## src/rtl/rocketcpu_wb_pkg.sv

```systemverilog
`default_nettype none
// ============================================================================
//  Module   : rocketcpu_wb_pkg
//  Purpose  : Shared Wishbone widths and arbiter state encoding.
//  Revision : 1.0  initial release
// ============================================================================
package rocketcpu_wb_pkg;

    localparam int WB_DW = 32;
    localparam int WB_SW = 4;

    localparam logic [1:0] ST_IDLE  = 2'd0;
    localparam logic [1:0] ST_BUSY0 = 2'd1;
    localparam logic [1:0] ST_BUSY1 = 2'd2;

endpackage
`default_nettype wire

```

## src/rtl/rocketcpu_uart_arbiter_if.sv

```systemverilog
`default_nettype none
// ============================================================================
//  Module   : rocketcpu_uart_arbiter_if
//  Purpose  : One Wishbone link. The initiator uses 'master', the target uses 'slave'.
//  Revision : 1.0  initial release
// ============================================================================
interface rocketcpu_uart_arbiter_if;
    import rocketcpu_wb_pkg::*;

    logic [WB_DW-1:0] dat;
    logic [WB_SW-1:0] sel;
    logic             we;
    logic             cyc;
    logic [WB_DW-1:0] rdt;
    logic             ack;
    logic             err;

    // The UART slave has no error line, so err is left out of the initiator view.
    modport master (output dat, sel, we, cyc, input rdt, ack);
    modport slave  (input dat, sel, we, cyc, output rdt, ack, err);

endinterface
`default_nettype wire

```

## src/rtl/rocketcpu_wb_watchdog.sv

```systemverilog
`default_nettype none
// ============================================================================
//  Module   : rocketcpu_wb_watchdog
//  Purpose  : Saturating bus-cycle counter that flags a hung slave access.
//  Revision : 1.0  initial release
// ============================================================================
module rocketcpu_wb_watchdog #(
    parameter int TIMEOUT_CYCLES = 4096,
    parameter int CNT_W          = $clog2(TIMEOUT_CYCLES + 1)
) (
    input  wire logic clk,
    input  wire logic resetn,
    input  wire logic clr,
    input  wire logic en,
    output logic      expired
);

    localparam logic [CNT_W-1:0] c_LAST = CNT_W'(TIMEOUT_CYCLES - 1);

    logic [CNT_W-1:0] r_cnt;

    always_ff @(posedge clk) begin
        if (!resetn || clr) begin
            r_cnt <= '0;
        end else if (en && (r_cnt != c_LAST)) begin
            r_cnt <= r_cnt + CNT_W'(1);
        end
    end

    assign expired = (r_cnt == c_LAST);

endmodule
`default_nettype wire

```

## src/rtl/rocketcpu_uart_arbiter.sv

```systemverilog
`default_nettype none
// ============================================================================
//  Module   : rocketcpu_uart_arbiter
//  Purpose  : Round-robin two-master Wishbone arbiter in front of the UART slave.
//  Revision : 1.0  initial release
// ============================================================================
module rocketcpu_uart_arbiter
    import rocketcpu_wb_pkg::*;
#(
    parameter int TIMEOUT_CYCLES = 4096,
    parameter int CNT_W          = $clog2(TIMEOUT_CYCLES + 1)
) (
    input  wire logic                 i_wb_clk,
    input  wire logic                 resetn,
    rocketcpu_uart_arbiter_if.slave   m0,
    rocketcpu_uart_arbiter_if.slave   m1,
    rocketcpu_uart_arbiter_if.master  s,
    output logic [1:0]                o_grant
);

    logic [1:0] r_state;
    logic [1:0] w_next;
    logic       r_last;
    logic       w_last_next;
    logic       w_busy0;
    logic       w_busy1;
    logic       w_cyc;
    logic       w_expired;
    logic       w_done;

    // Gating with resetn drops slave cyc in the same cycle reset is asserted.
    assign w_busy0 = resetn && (r_state == ST_BUSY0);
    assign w_busy1 = resetn && (r_state == ST_BUSY1);
    assign w_cyc   = (w_busy0 && m0.cyc) || (w_busy1 && m1.cyc);
    assign w_done  = s.ack || !w_cyc || w_expired;

    always_comb begin
        w_next      = r_state;
        w_last_next = r_last;
        case (r_state)
            ST_IDLE: begin
                if (m0.cyc && (!m1.cyc || r_last)) begin
                    w_next = ST_BUSY0;
                end else if (m1.cyc) begin
                    w_next = ST_BUSY1;
                end
            end
            ST_BUSY0: begin
                if (w_done) begin
                    w_next      = ST_IDLE;
                    w_last_next = 1'b0;
                end
            end
            ST_BUSY1: begin
                if (w_done) begin
                    w_next      = ST_IDLE;
                    w_last_next = 1'b1;
                end
            end
            default: w_next = ST_IDLE;
        endcase
    end

    always_ff @(posedge i_wb_clk) begin
        if (!resetn) begin
            r_state <= ST_IDLE;
            r_last  <= 1'b1;
        end else begin
            r_state <= w_next;
            r_last  <= w_last_next;
        end
    end

    rocketcpu_wb_watchdog #(
        .TIMEOUT_CYCLES (TIMEOUT_CYCLES),
        .CNT_W          (CNT_W)
    ) u_watchdog (
        .clk     (i_wb_clk),
        .resetn  (resetn),
        .clr     (r_state == ST_IDLE),
        .en      (w_busy0 || w_busy1),
        .expired (w_expired)
    );

    assign s.cyc = w_cyc;
    assign s.dat = w_busy0 ? m0.dat : (w_busy1 ? m1.dat : '0);
    assign s.sel = w_busy0 ? m0.sel : (w_busy1 ? m1.sel : '0);
    assign s.we  = (w_busy0 && m0.we) || (w_busy1 && m1.we);

    // An ack in the expiry cycle completes the access, so it suppresses err.
    assign m0.rdt = w_busy0 ? s.rdt : '0;
    assign m0.ack = w_busy0 && s.ack && m0.cyc;
    assign m0.err = w_busy0 && w_expired && !s.ack && m0.cyc;
    assign m1.rdt = w_busy1 ? s.rdt : '0;
    assign m1.ack = w_busy1 && s.ack && m1.cyc;
    assign m1.err = w_busy1 && w_expired && !s.ack && m1.cyc;

    assign o_grant = {w_busy1, w_busy0};

endmodule
`default_nettype wire
```

## src/flat_wrapper.sv

```systemverilog
// flat-port wrapper written by rule: the top's interface ports become plain ports
module rocketcpu_uart_arbiter_flat import rocketcpu_wb_pkg::*;
#(
    parameter int TIMEOUT_CYCLES = 4096,
    parameter int CNT_W          = $clog2(TIMEOUT_CYCLES + 1)
)
  (i_wb_clk, resetn, o_grant, m0_dat, m0_sel, m0_we, m0_cyc, m0_rdt, m0_ack, m0_err, m1_dat, m1_sel, m1_we, m1_cyc, m1_rdt, m1_ack, m1_err, s_dat, s_sel, s_we, s_cyc, s_rdt, s_ack);
  rocketcpu_uart_arbiter_if m0_i ();
  rocketcpu_uart_arbiter_if m1_i ();
  rocketcpu_uart_arbiter_if s_i ();
  input  wire logic i_wb_clk;
  input  wire logic resetn;
  output logic [1:0] o_grant;
  input wire logic [$bits(m0_i.dat)-1:0] m0_dat;
  input wire logic [$bits(m0_i.sel)-1:0] m0_sel;
  input wire logic [$bits(m0_i.we)-1:0] m0_we;
  input wire logic [$bits(m0_i.cyc)-1:0] m0_cyc;
  output wire logic [$bits(m0_i.rdt)-1:0] m0_rdt;
  output wire logic [$bits(m0_i.ack)-1:0] m0_ack;
  output wire logic [$bits(m0_i.err)-1:0] m0_err;
  input wire logic [$bits(m1_i.dat)-1:0] m1_dat;
  input wire logic [$bits(m1_i.sel)-1:0] m1_sel;
  input wire logic [$bits(m1_i.we)-1:0] m1_we;
  input wire logic [$bits(m1_i.cyc)-1:0] m1_cyc;
  output wire logic [$bits(m1_i.rdt)-1:0] m1_rdt;
  output wire logic [$bits(m1_i.ack)-1:0] m1_ack;
  output wire logic [$bits(m1_i.err)-1:0] m1_err;
  output wire logic [$bits(s_i.dat)-1:0] s_dat;
  output wire logic [$bits(s_i.sel)-1:0] s_sel;
  output wire logic [$bits(s_i.we)-1:0] s_we;
  output wire logic [$bits(s_i.cyc)-1:0] s_cyc;
  input wire logic [$bits(s_i.rdt)-1:0] s_rdt;
  input wire logic [$bits(s_i.ack)-1:0] s_ack;
  assign m0_i.dat = m0_dat;
  assign m0_i.sel = m0_sel;
  assign m0_i.we = m0_we;
  assign m0_i.cyc = m0_cyc;
  assign m0_rdt = m0_i.rdt;
  assign m0_ack = m0_i.ack;
  assign m0_err = m0_i.err;
  assign m1_i.dat = m1_dat;
  assign m1_i.sel = m1_sel;
  assign m1_i.we = m1_we;
  assign m1_i.cyc = m1_cyc;
  assign m1_rdt = m1_i.rdt;
  assign m1_ack = m1_i.ack;
  assign m1_err = m1_i.err;
  assign s_dat = s_i.dat;
  assign s_sel = s_i.sel;
  assign s_we = s_i.we;
  assign s_cyc = s_i.cyc;
  assign s_i.rdt = s_rdt;
  assign s_i.ack = s_ack;
  rocketcpu_uart_arbiter #(.TIMEOUT_CYCLES(TIMEOUT_CYCLES), .CNT_W(CNT_W)) u_core (.i_wb_clk(i_wb_clk), .resetn(resetn), .m0(m0_i), .m1(m1_i), .s(s_i), .o_grant(o_grant));
endmodule
```

## config.mk

```make
export PLATFORM = sky130hd
export DESIGN_NAME = rocketcpu_uart_arbiter_flat
export DESIGN_NICKNAME = d
export VERILOG_FILES = /design/src/rtl/rocketcpu_wb_pkg.sv /design/src/rtl/rocketcpu_uart_arbiter_if.sv /design/src/rtl/rocketcpu_wb_watchdog.sv /design/src/rtl/rocketcpu_uart_arbiter.sv /design/src/flat_wrapper.sv
export SDC_FILE = /design/constraint.sdc
export NUM_CORES = 1
export LEC_CHECK = 0
export CAP_MARGIN = 0
export CORE_AREA = 2 2 85 87
export DETAILED_ROUTE_END_ITERATION = 6
export DIE_AREA = 0 0 87 89
export PLACE_DENSITY = 0.83
export SLEW_MARGIN = 20
export SYNTH_ARGS = -nofsm -noshare
export SYNTH_HDL_FRONTEND = slang
export SYNTH_SLANG_ARGS = --single-unit
```

## constraint.sdc

```tcl
create_clock -name i_wb_clk -period 6 [get_ports i_wb_clk]
set_input_delay 1.2 -clock i_wb_clk [delete_from_list [all_inputs] [get_ports i_wb_clk]]
set_output_delay 1.2 -clock i_wb_clk [all_outputs]
set_load 0.03 [all_outputs]
```

=== Word level (Yosys, flattened, before mapping) ===
Cells that the tools add are included.

* Equality and inequality tests: 8
* $add $sub $neg: 1
* Reduce and logical (&&, ||, !) cells: 34
* Muxes and demuxes: 13

{| class="wikitable"
|+ Operators by type and width
! kind !! count
|-
| 2-to-1 mux 32 bit || 4
|-
| logical AND 1 bit || 18
|-
| adder 13 x 1 -> 13 bit (second input constant) || 1
|-
| == test 13 x 12 -> 1 bit (second input constant) || 1
|-
| != test 13 x 12 -> 1 bit (second input constant) || 1
|-
| 2-to-1 mux 4 bit || 2
|-
| logical OR 1 bit || 7
|-
| 2-to-1 mux 2 bit || 3
|-
| != test 2 x 1 -> 1 bit (second input constant) || 3
|-
| zero test 1 bit || 4
|-
| one-hot mux 2 bit (2 select lines) || 1
|-
| != test 3 x 2 -> 1 bit (second input constant) || 1
|-
| AND reduction 3 bit || 1
|-
| == test 2 x 1 -> 1 bit (second input constant) || 1
|-
| == test 2 bit (second input constant) || 1
|-
| zero test 2 bit || 1
|-
| 2-to-1 mux 1 bit || 2
|-
| one-hot mux 1 bit (2 select lines) || 1
|-
| AND reduction 2 bit || 1
|-
| nonzero test 2 bit || 1
|-
| OR reduction 2 bit || 1
|}

* Logic and storage cells: 59
* Flip-flop bits (word level): 16
* Output and inout port bits: 108

=== Logic depth before layout (Yosys ltp) ===
Gate-level depths: netlist of run 1.

* Depth in word-level cells: 9
* Gate-level depth with buffers: 8
* Mapped depth without buffers: 6

=== By module ===
From an unflattened synthesis of run 1, not the netlist that was laid out.

* Cells, all modules: 243
* Area total of the unflattened synthesis: 1866.8 sq um

{| class="wikitable"
|+ Modules (own cells, without submodules)
! module !! area each (sq um) !! instances !! cells an instance
|-
| rocketcpu_uart_arbiter || 1166.1 || 1 || 159
|-
| rocketcpu_wb_watchdog || 700.7 || 1 || 84
|}

=== Least setup slack after synthesis of run 1 ===
Ideal clock, no wire load.

* Path kind: input-to-output
* Start point: input port resetn
* End point: output port s_dat[21]
* Setup slack: 2.417 ns
* Arrival time: 2.383 ns
* Required time: 4.800 ns
* Stages: 6
* Cell sequence: and2_1 > clkbuf_1 > nor2b_1 > buf_2 > buf_1 > a22o_1

* Longest elaborated chain between the ends: 3

{| class="wikitable"
|+ RTL lines
! element !! RTL line !! text
|-
| start: declaration || flat_wrapper.sv:12 || <nowiki>input wire logic resetn;</nowiki>
|-
| logical AND 1 bit || rocketcpu_uart_arbiter.sv:33 || <nowiki>assign w_busy1 = resetn && (r_state == ST_BUSY1);</nowiki>
|-
| net u_core.w_busy1 || rocketcpu_uart_arbiter.sv:26 || <nowiki>logic w_busy1;</nowiki>
|-
| 2-to-1 mux 32 bit (2 in series) || rocketcpu_uart_arbiter.sv:86 || <nowiki>assign s.dat = w_busy0 ? m0.dat : (w_busy1 ? m1.dat : '0);</nowiki>
|-
| end: declaration || flat_wrapper.sv:28 || <nowiki>output wire logic [$bits(s_i.dat)-1:0] s_dat;</nowiki>
|}

The timed path passes the listed nets, and every way through them passes these cells.

=== Worst setup path after layout of run 1 ===
* Start point: input port resetn
* End point: output port s_dat[23]

* Longest elaborated chain between the ends: 3

{| class="wikitable"
|+ RTL lines
! element !! RTL line
|-
| logical AND 1 bit || rocketcpu_uart_arbiter.sv:33
|-
| 2-to-1 mux 32 bit || rocketcpu_uart_arbiter.sv:86
|-
| 2-to-1 mux 32 bit (*) || rocketcpu_uart_arbiter.sv:86
|}

Mark *: on every way between the ends. The rest lies on a longest branch, timed or not.

==> flow_summary.ini, run 1 <==
[global_route]
antenna_found_initial = 0
overflow = 0
grt_pass1_vias = 2691
grt_max_degree = 65
grt_pass1_wl_um = 13100
grt.total_usage = 0.214

[clocking]
insertion_delay_ns = 0.25
cts_resized = 0
hold_buffers = 0
clkSlewWorstSetupHoldPaths_ns = 0.06
cts_tree = built
cts_setup_buffers = 0
cts.sinks = 16
cts_root_buf = clkbuf_8
clk_path_buf_depth = 2
cts_made_buffers = 3
htreeDepth = 1

[cells_and_area]
mostFrequentLayoutCells = 196 x clkdlybuf4s50_1, 69 x and3_1, 38 x a22o_1, 16 x buf_4, 16 x dfxtp_1
area_growth_pct = 127
instances_no_fill = 520
drive_above_1_share = 0.0841
nNetsFinal = 556
diodes = 0
final_common_cell = clkdlybuf4s50_1

[critical_path]
path_cells = clkdlybuf4s50_1 > and2_1 > nor2b_2 > a22o_1 > clkdlybuf4s50_1
critPathArrivalTime_ns = 3.76
cp-end-kind = output pin
crit_fanout = 18
required_ns = 4.80
cpMostUsedCell = clkdlybuf4s50_1
path_class = in2out
startpoint_type = input port
max_stage_delay_ns = 0.71
r2r_setup_slack_ns = 3.71
critPathSlowestCell = clkdlybuf4s50_1

[sta]
fmax_mhz = 202
final-setup-viol-count = 0
rsz0062_at_grt = false
fin_skew_ns = 0.00230
relSlewSlack = 0.453
drv_slew = 0
post-route-period-util = 0.826
tightest_slew_ns = 0.821
fin_setup_tns_ns = 0
period_minus_slack_ns = 4.96
layout_setup_ws_ns = 1.04
hold_viol = 0

[die]
die_h_um = 89
initial_core_util = 0.271
fp-row-count = 30
ioPinCount = 219
core_area_um2 = 6720
die_w_um = 87
die_area_um2 = 7740

[detailed_routing]
wl_per_cell_um = 17.9
routed_wl_um = 9320
dr_wl_met3_um = 934
routed-wl-met2_um = 4730
highest_layer = met4
drt_pass1_iterations = 4
m1WireLength_um = 3410
first_iter_violations = 118
vias = 2773
drc = 0
viasPerCell = 5.33
final_antenna_net_count = 0

[run_status]
status = completed

[synth]
async_reset_ff_frac = 0
syn_area_um2 = 1820
synth.net_count = 360
synth_area_per_cell_um2 = 7.42
ys_seq_area_frac = 0.176
syn_inst = 245
ys_seq_elements = 16
synth_edf_count = 0
synth.distinct_cells = 45
synth_ff_type = dfxtp_1
yosysWarnings = 0

[job]
cap_violations = 0

[placed_design]
dpl_worst_slack_ns = 1.06
gp_congestion = 0.863
hpwl_um = 7510
dp.cells = 516
port_buffers = 218

[pwr]
peakVddDrop_v = 0.0000651
p_leak_uw = 0.00177
pwr_density_cell_nw_per_um2 = 123

[hold_path]
hp-class = reg2reg
==> state kept, by name, indices dropped and copies added (netlist names) <==
register and flops:
u_core.r_last 1, u_core.r_state 2, u_core.u_watchdog.r_cnt 13
==> report_power, final <==
part | total, uW | internal (uW) | switching [uW]
clock | 98.2 | 58.3 | 39.9
combinational | 300 | 153 | 148
sequential | 111 | 109 | 1.97
==> cell usage after synthesis (2+ instances only) <==
cell type   n  area (um2)
o21ai_0     7        35.0
or4_1       6        45.0
or3_1       3        18.8
o41ai_1     2        17.5
a21oi_1     6        30.0
buf_4       3        22.5
o311ai_0    2        17.5
clkbuf_1   21        78.8
a31oi_1     2        12.5
nand2_1    10        37.5
and2_1      3        18.8
a22oi_1     2        15.0
nor2b_1     3        18.8
o31ai_1     3        22.5
inv_1       5        18.8
nor2_1      5        18.8
buf_2       6        30.0
nand3_1     3        15.0
dfxtp_1    16         320
ha_1        4        50.1
and3_1     69         432
nand3b_1    2        15.0
a22o_1     38         333
nand4_1     3        18.8
==> stage by stage <==
step	hold slack (ns)	power (uW)	util	instance area, um2
4_1_cts	0.498	514	0.614	4120
6_report	0.498	510	0.615	4130
3_3_place_gp	0.481	410	0.605	4070
5_1_grt	0.525	533	0.615	4130
2_1_floorplan	0.461	253	-	1820
3_5_place_dp	0.489	413	0.605	4070
==> worst max-delay path: cells and delay by family <==
| kind | cells | cell delay, ns |
|---|---|---|
| simple gates | 2 | 0.92 |
| compound gates | 1 | 0.25 |
| buf+inv | 2 | 1.38 |
==> final cells by class <==
type / count / area [um2]
Fill cell: 597 / 2580
Timing Repair Buffer: 222 / 2280
Multi-Input combinational cell: 193 / 1360
Sequential cell: 16 / 320
Tap cell: 80 / 100
Clock buffer: 4 / 55.1
Inverter: 5 / 18.8
==> path summary, 6_finish.rpt <==
| check | start | to | cells past startpoint |
|---|---|---|---|
| max | resetn | s_dat[23] | 5 |
| min | u_core.u_watchdog.r_cnt[11] | u_core.u_watchdog.r_cnt[11] | 2 |
| max reg2reg | u_core.r_state[1] | u_core.u_watchdog.r_cnt[9] | 6 |
| min reg2reg | u_core.u_watchdog.r_cnt[11] | u_core.u_watchdog.r_cnt[11] | 2 |
==> per-layer routing <==
metal / GRT usage / up-vias
met1: 0.229 / 1251
met4: 0.0781 / 0
met3: 0.0563 / 15
met2: 0.403 / 161
li1: - / 1346
met5: 0 / -
==> kinds of logic (layout without fill, tap and decap cells) <==
family,after synthesis,count (layout),share of synthesized area
buffers and inverters,36,231,0.0847
AOI/OAI and AO/OA,72,72,0.315
adders and majority gates,4,4,0.0275
xor gates and xnor gates,1,1,0.00482
DFF,16,16,0.176
and+or+nand+nor,116,116,0.392
Note: power is estimated with default switching activity, not from simulation.
==> run 2: changes to the inputs <==
--- a/config.mk
+++ b/config.mk
@@ -6,10 +6,10 @@
 export NUM_CORES = 1
 export LEC_CHECK = 0
 export CAP_MARGIN = 0
-export CORE_AREA = 2 2 85 87
+export CORE_AREA = 2 2 86 88
 export DETAILED_ROUTE_END_ITERATION = 6
-export DIE_AREA = 0 0 87 89
-export PLACE_DENSITY = 0.83
+export DIE_AREA = 0 0 88 90
+export PLACE_DENSITY = 0.82
 export SLEW_MARGIN = 20
 export SYNTH_ARGS = -nofsm -noshare
 export SYNTH_HDL_FRONTEND = slang
==> constraint.sdc (replaced) <==
create_clock -name i_wb_clk -period 5.15 [get_ports i_wb_clk]
set_input_delay 1.03 -clock i_wb_clk [delete_from_list [all_inputs] [get_ports i_wb_clk]]
set_output_delay 1.03 -clock i_wb_clk [all_outputs]
set_load 0.03 [all_outputs]
==> flow_summary.ini, run 2 (synthesis results as in run 1) <==
[detailed_routing]
first_iter_violations = 85
final_antenna_net_count = 0
drc = 0
vias = 2852
viasPerCell = 5.29
drt_pass1_iterations = 5
routed_wl_um = 9320
wl_per_cell_um = 17.3

[sta]
layout_setup_ws_ns = 1.10
fin_skew_ns = 0.000728
fin_worst_hold_slack_ns = 0.494
drv_slew = 0
tightest_slew_ns = 0.692
post-route-period-util = 0.786
fmax_mhz = 247
hold_viol = 0
rsz0062_at_grt = false
relSlewSlack = 0.535
final-setup-viol-count = 0
period_minus_slack_ns = 4.05
fin_setup_tns_ns = 0

[cells_and_area]
largestRegisters = u_core.u_watchdog.r_cnt: 13 flops, u_core.r_state: 2 flops, u_core.r_last: 1 flops
nNetsFinal = 556
final_common_cell = clkdlybuf4s50_1
mostFrequentLayoutCells = 177 x clkdlybuf4s50_1, 69 x and3_1, 38 x a22o_1, 36 x buf_4, 16 x dfxtp_1
largest_reg_flops = 13
n_fill_cell = 639
area_growth_pct = 125
top_register = u_core.u_watchdog.r_cnt
drive_above_1_share = 0.127
diodes = 0
fin_util = 0.584

[global_route]
antenna_found_initial = 0
grt.total_usage = 0.215
grt_pass1_wl_um = 13700
grt_max_degree = 77
grt_pass1_vias = 2825
overflow = 0

[critical_path]
cpMostUsedCell = buf_4
crit_cells = 6
crit_buf_inv = 4
cp-startpoint = resetn
cp-end-kind = output pin
crit_fanout = 76
startpoint_type = input port
critPathSlowestCell = clkdlybuf4s50_1
max_stage_delay_ns = 0.47
path_cells = clkdlybuf4s50_1 > buf_4 > and2_1 > buf_4 > a22o_1 > buf_12
path_class = in2out
r2r_setup_slack_ns = 2.86
ff2ff_path_depth = 6
required_ns = 4.12
worstReg2RegStart = u_core.r_state[1]
reg2reg_to = u_core.u_watchdog.r_cnt[9]
critPathArrivalTime_ns = 3.02
cp_top_family = buffers and inverters
crit_end = s_dat[12]

[die]
die_w_um = 88
core_area_um2 = 7020
die_h_um = 90
die_area_um2 = 7920
initial_core_util = 0.259
ioPinCount = 219
fp-row-count = 31

[clocking]
htreeDepth = 1
cts.sinks = 16
clk_path_buf_depth = 2
cts_made_buffers = 3
cts_setup_buffers = 0
insertion_delay_ns = 0.25
hold_buffers = 0
cts_tree = built
cts_resized = 0
cts_root_buf = clkbuf_8
clkSlewWorstSetupHoldPaths_ns = 0.07

[placed_design]
gp_congestion = 0.807
dpl_worst_slack_ns = 1.14
hpwl_um = 7320
port_buffers = 218

[pwr]
p_leak_uw = 0.00180
pwr_density_cell_nw_per_um2 = 144
peakVddDrop_v = 0.0000949

[run_status]
status = completed

[hold_path]
hp-class = reg2reg
hold_start = u_core.u_watchdog.r_cnt[11]

[job]
cap_violations = 0
run 2: changes by cell type in the layout (fill, tap and decap cells not counted), sizes merged:
cell           change
clkdlybuf4s50     -19
buf               +19
run 2: tightest hold or removal path, stage by stage (launching register included):
cell and delay [ns]:
dfxtp_1 0.33, o31ai_1 0.07, a21oi_1 0.05
run 2: power by group:
group / internal, uW / switching [uW] / leakage, uW / total [uW]
Sequential: 127 / 2.40 / 0.000129 / 130
Combinational: 174 / 171 / 0.00165 / 345
Clock: 67.9 / 45.6 / 0.0000288 / 114
Total: 369 / 220 / 0.00180 / 589
run 2: area by class of cell:
cell class	instances	area (um2)	share of cell area
Clock buffer	4	55.1	0.0134
Inverter	5	18.8	0.00458
Multi-Input combinational cell	193	1360	0.331
Sequential cell	16	320	0.0782
Tap cell	99	124	0.0302
Timing Repair Buffer	222	2220	0.542
run 2: per-layer routing:
layer | global-route usage | routed length [um] | up-vias
met3 | 0.0615 | 1120 | 12
li1 | - | - | 1346
met4 | 0.0513 | 147 | 0
met2 | 0.412 | 4790 | 172
met1 | 0.222 | 3250 | 1322
met5 | 0 | 0 | -
run 2: worst min-delay path by stage:
stage	slack [ns]	endpoint	depth (start not counted)
after floorplan	0.46	u_core.r_last	2
after global placement	0.47	u_core.u_watchdog.r_cnt[11]	2
after detailed placement	0.49	u_core.u_watchdog.r_cnt[11]	2
after CTS	0.49	u_core.u_watchdog.r_cnt[11]	2
after global routing	0.52	u_core.u_watchdog.r_cnt[11]	2
final	0.49	u_core.u_watchdog.r_cnt[11]	2
run 2: per-stage QoR:
step	power (uW)	area, um2	cells
after floorplan	295	1820	245
after global placement	474	4030	535
after detailed placement	477	4030	535
after CTS	591	4090	539
after global routing	617	4100	539
final	589	4100	539
==> run 3: changes to the inputs <==
==> constraint.sdc (replaced) <==
create_clock -name i_wb_clk -period 4.1 [get_ports i_wb_clk]
set_input_delay 0.82 -clock i_wb_clk [delete_from_list [all_inputs] [get_ports i_wb_clk]]
set_output_delay 0.82 -clock i_wb_clk [all_outputs]
set_load 0.03 [all_outputs]
==> flow_summary.ini, run 3 (synthesis results as in run 1) <==
[die]
fp-row-count = 31
core_area_um2 = 7020
die_area_um2 = 7920
ioPinCount = 219
initial_core_util = 0.259
die_w_um = 88
die_h_um = 90

[sta]
hold_viol = 0
tightest_slew_ns = 0.716
drv_slew = 0
post-route-period-util = 0.805
rsz0062_at_grt = false
relSlewSlack = 0.519
final-setup-viol-count = 0
fin_setup_tns_ns = 0
period_minus_slack_ns = 3.30
fin_skew_ns = 0.00261
fmax_mhz = 303

[pwr]
pwr_density_cell_nw_per_um2 = 181
cellInternalPower_uw = 436
p_sw_uw = 276
switching_share = 0.388
p_seq_frac = 0.229
pwr-share-clk = 0.170
p_leak_uw = 0.00194
peakVddDrop_v = 0.000100
pwr-share-comb = 0.600

[critical_path]
critPathSlowestCell = clkdlybuf4s50_1
cpMostUsedCell = buf_4
crit_fanout = 36
ff2ff_path_depth = 7
required_ns = 3.28
startpoint_type = input port
crit_buf_inv = 3
crit_cells = 6
path_class = in2out
cp_top_family = buffers and inverters
critPathArrivalTime_ns = 2.48
cp-end-kind = output pin
path_cells = clkdlybuf4s50_1 > and2_1 > nor2b_2 > buf_4 > a22o_1 > buf_4
max_stage_delay_ns = 0.53

[detailed_routing]
first_iter_violations = 86
viasPerCell = 5.22
final_antenna_net_count = 0
drt_pass1_iterations = 4
routed_wl_um = 9330
wl_per_cell_um = 17.3
vias = 2820
drc = 0

[cells_and_area]
top_register = u_core.u_watchdog.r_cnt
nNetsFinal = 558
largestRegisters = u_core.u_watchdog.r_cnt: 13 flops, u_core.r_state: 2 flops, u_core.r_last: 1 flops
area_growth_pct = 117
diodes = 0
drive_above_1_share = 0.277
mostFrequentLayoutCells = 111 x clkdlybuf4s50_1, 103 x buf_4, 69 x and3_1, 38 x a22o_1, 16 x dfxtp_1
largest_reg_flops = 13
fin_util = 0.562
final_common_cell = clkdlybuf4s50_1

[hold_path]
hp-class = reg2reg
whs_path_depth = 2

[global_route]
overflow = 0
antenna_found_initial = 0
grt_pass1_vias = 2740
grt.total_usage = 0.214
grt_pass1_wl_um = 13600
grt_max_degree = 42

[clocking]
clkSlewWorstSetupHoldPaths_ns = 0.06
htreeDepth = 1
cts_tree = built
hold_buffers = 0
cts_made_buffers = 3
cts_setup_buffers = 0
cts_resized = 0
cts_root_buf = clkbuf_8
insertion_delay_ns = 0.25
clk_path_buf_depth = 2
cts.sinks = 16

[job]
cap_violations = 0

[placed_design]
hpwl_um = 7260
gp_congestion = 0.826
port_buffers = 218

[run_status]
status = completed
-- run 3: worst reg2reg max path, cell delays in order (launching register included) --
cell      delay [ns]
dfxtp_1         0.32
inv_1           0.12
ha_1            0.22
buf_4           0.32
o2111a_1        0.31
nand3_2         0.18
or4_1           0.54
a21oi_1         0.14
-- run 3: layer usage --
layer  track usage  routed length, um
met5             0                  0
met4        0.0551                131
met3        0.0422                900
met2         0.417               4850
met1         0.226               3450
-- run 3: through the flow --
step	instances	worst slack [ns]	cell area [um2]	total power, uW	hold WS [ns]
2_1_floorplan	245	1.28	1820	370	0.461
3_3_place_gp	537	0.826	3890	589	0.472
3_5_place_dp	537	0.786	3890	593	0.489
5_1_grt	540	0.662	3940	744	0.509
6_report	540	0.800	3940	712	0.497
4_1_cts	540	0.775	3940	712	0.496
-- run 3: power groups by stage --
stage | combinational [uW] | clock [uW] | sequential, uW
6_report | 428 | 121 | 163
5_1_grt | 451 | 129 | 164
4_1_cts | 428 | 120 | 163
3_5_place_dp | 426 | 0 | 167
3_3_place_gp | 423 | 0 | 166
2_1_floorplan | 205 | 0 | 166
-- run 3: area by class of cell --
| class | instances | area [um2] |
|---|---|---|
| sequential | 16 | 320 |
| fill | 635 | 3080 |
| inverter | 5 | 18.8 |
| tap | 99 | 124 |
| multi-input combinational | 193 | 1360 |
| clock buffer | 3 | 41.3 |
| timing repair buffer | 224 | 2080 |
-- run 3: worst paths after layout --
kind / startpoint / to / slack, ns
max: resetn / s_dat[2] / 0.80
min: u_core.u_watchdog.r_cnt[11] / u_core.u_watchdog.r_cnt[11] / 0.50
max reg2reg: u_core.r_state[1] / u_core.u_watchdog.r_cnt[9] / 1.88
min reg2reg: u_core.u_watchdog.r_cnt[11] / u_core.u_watchdog.r_cnt[11] / 0.50
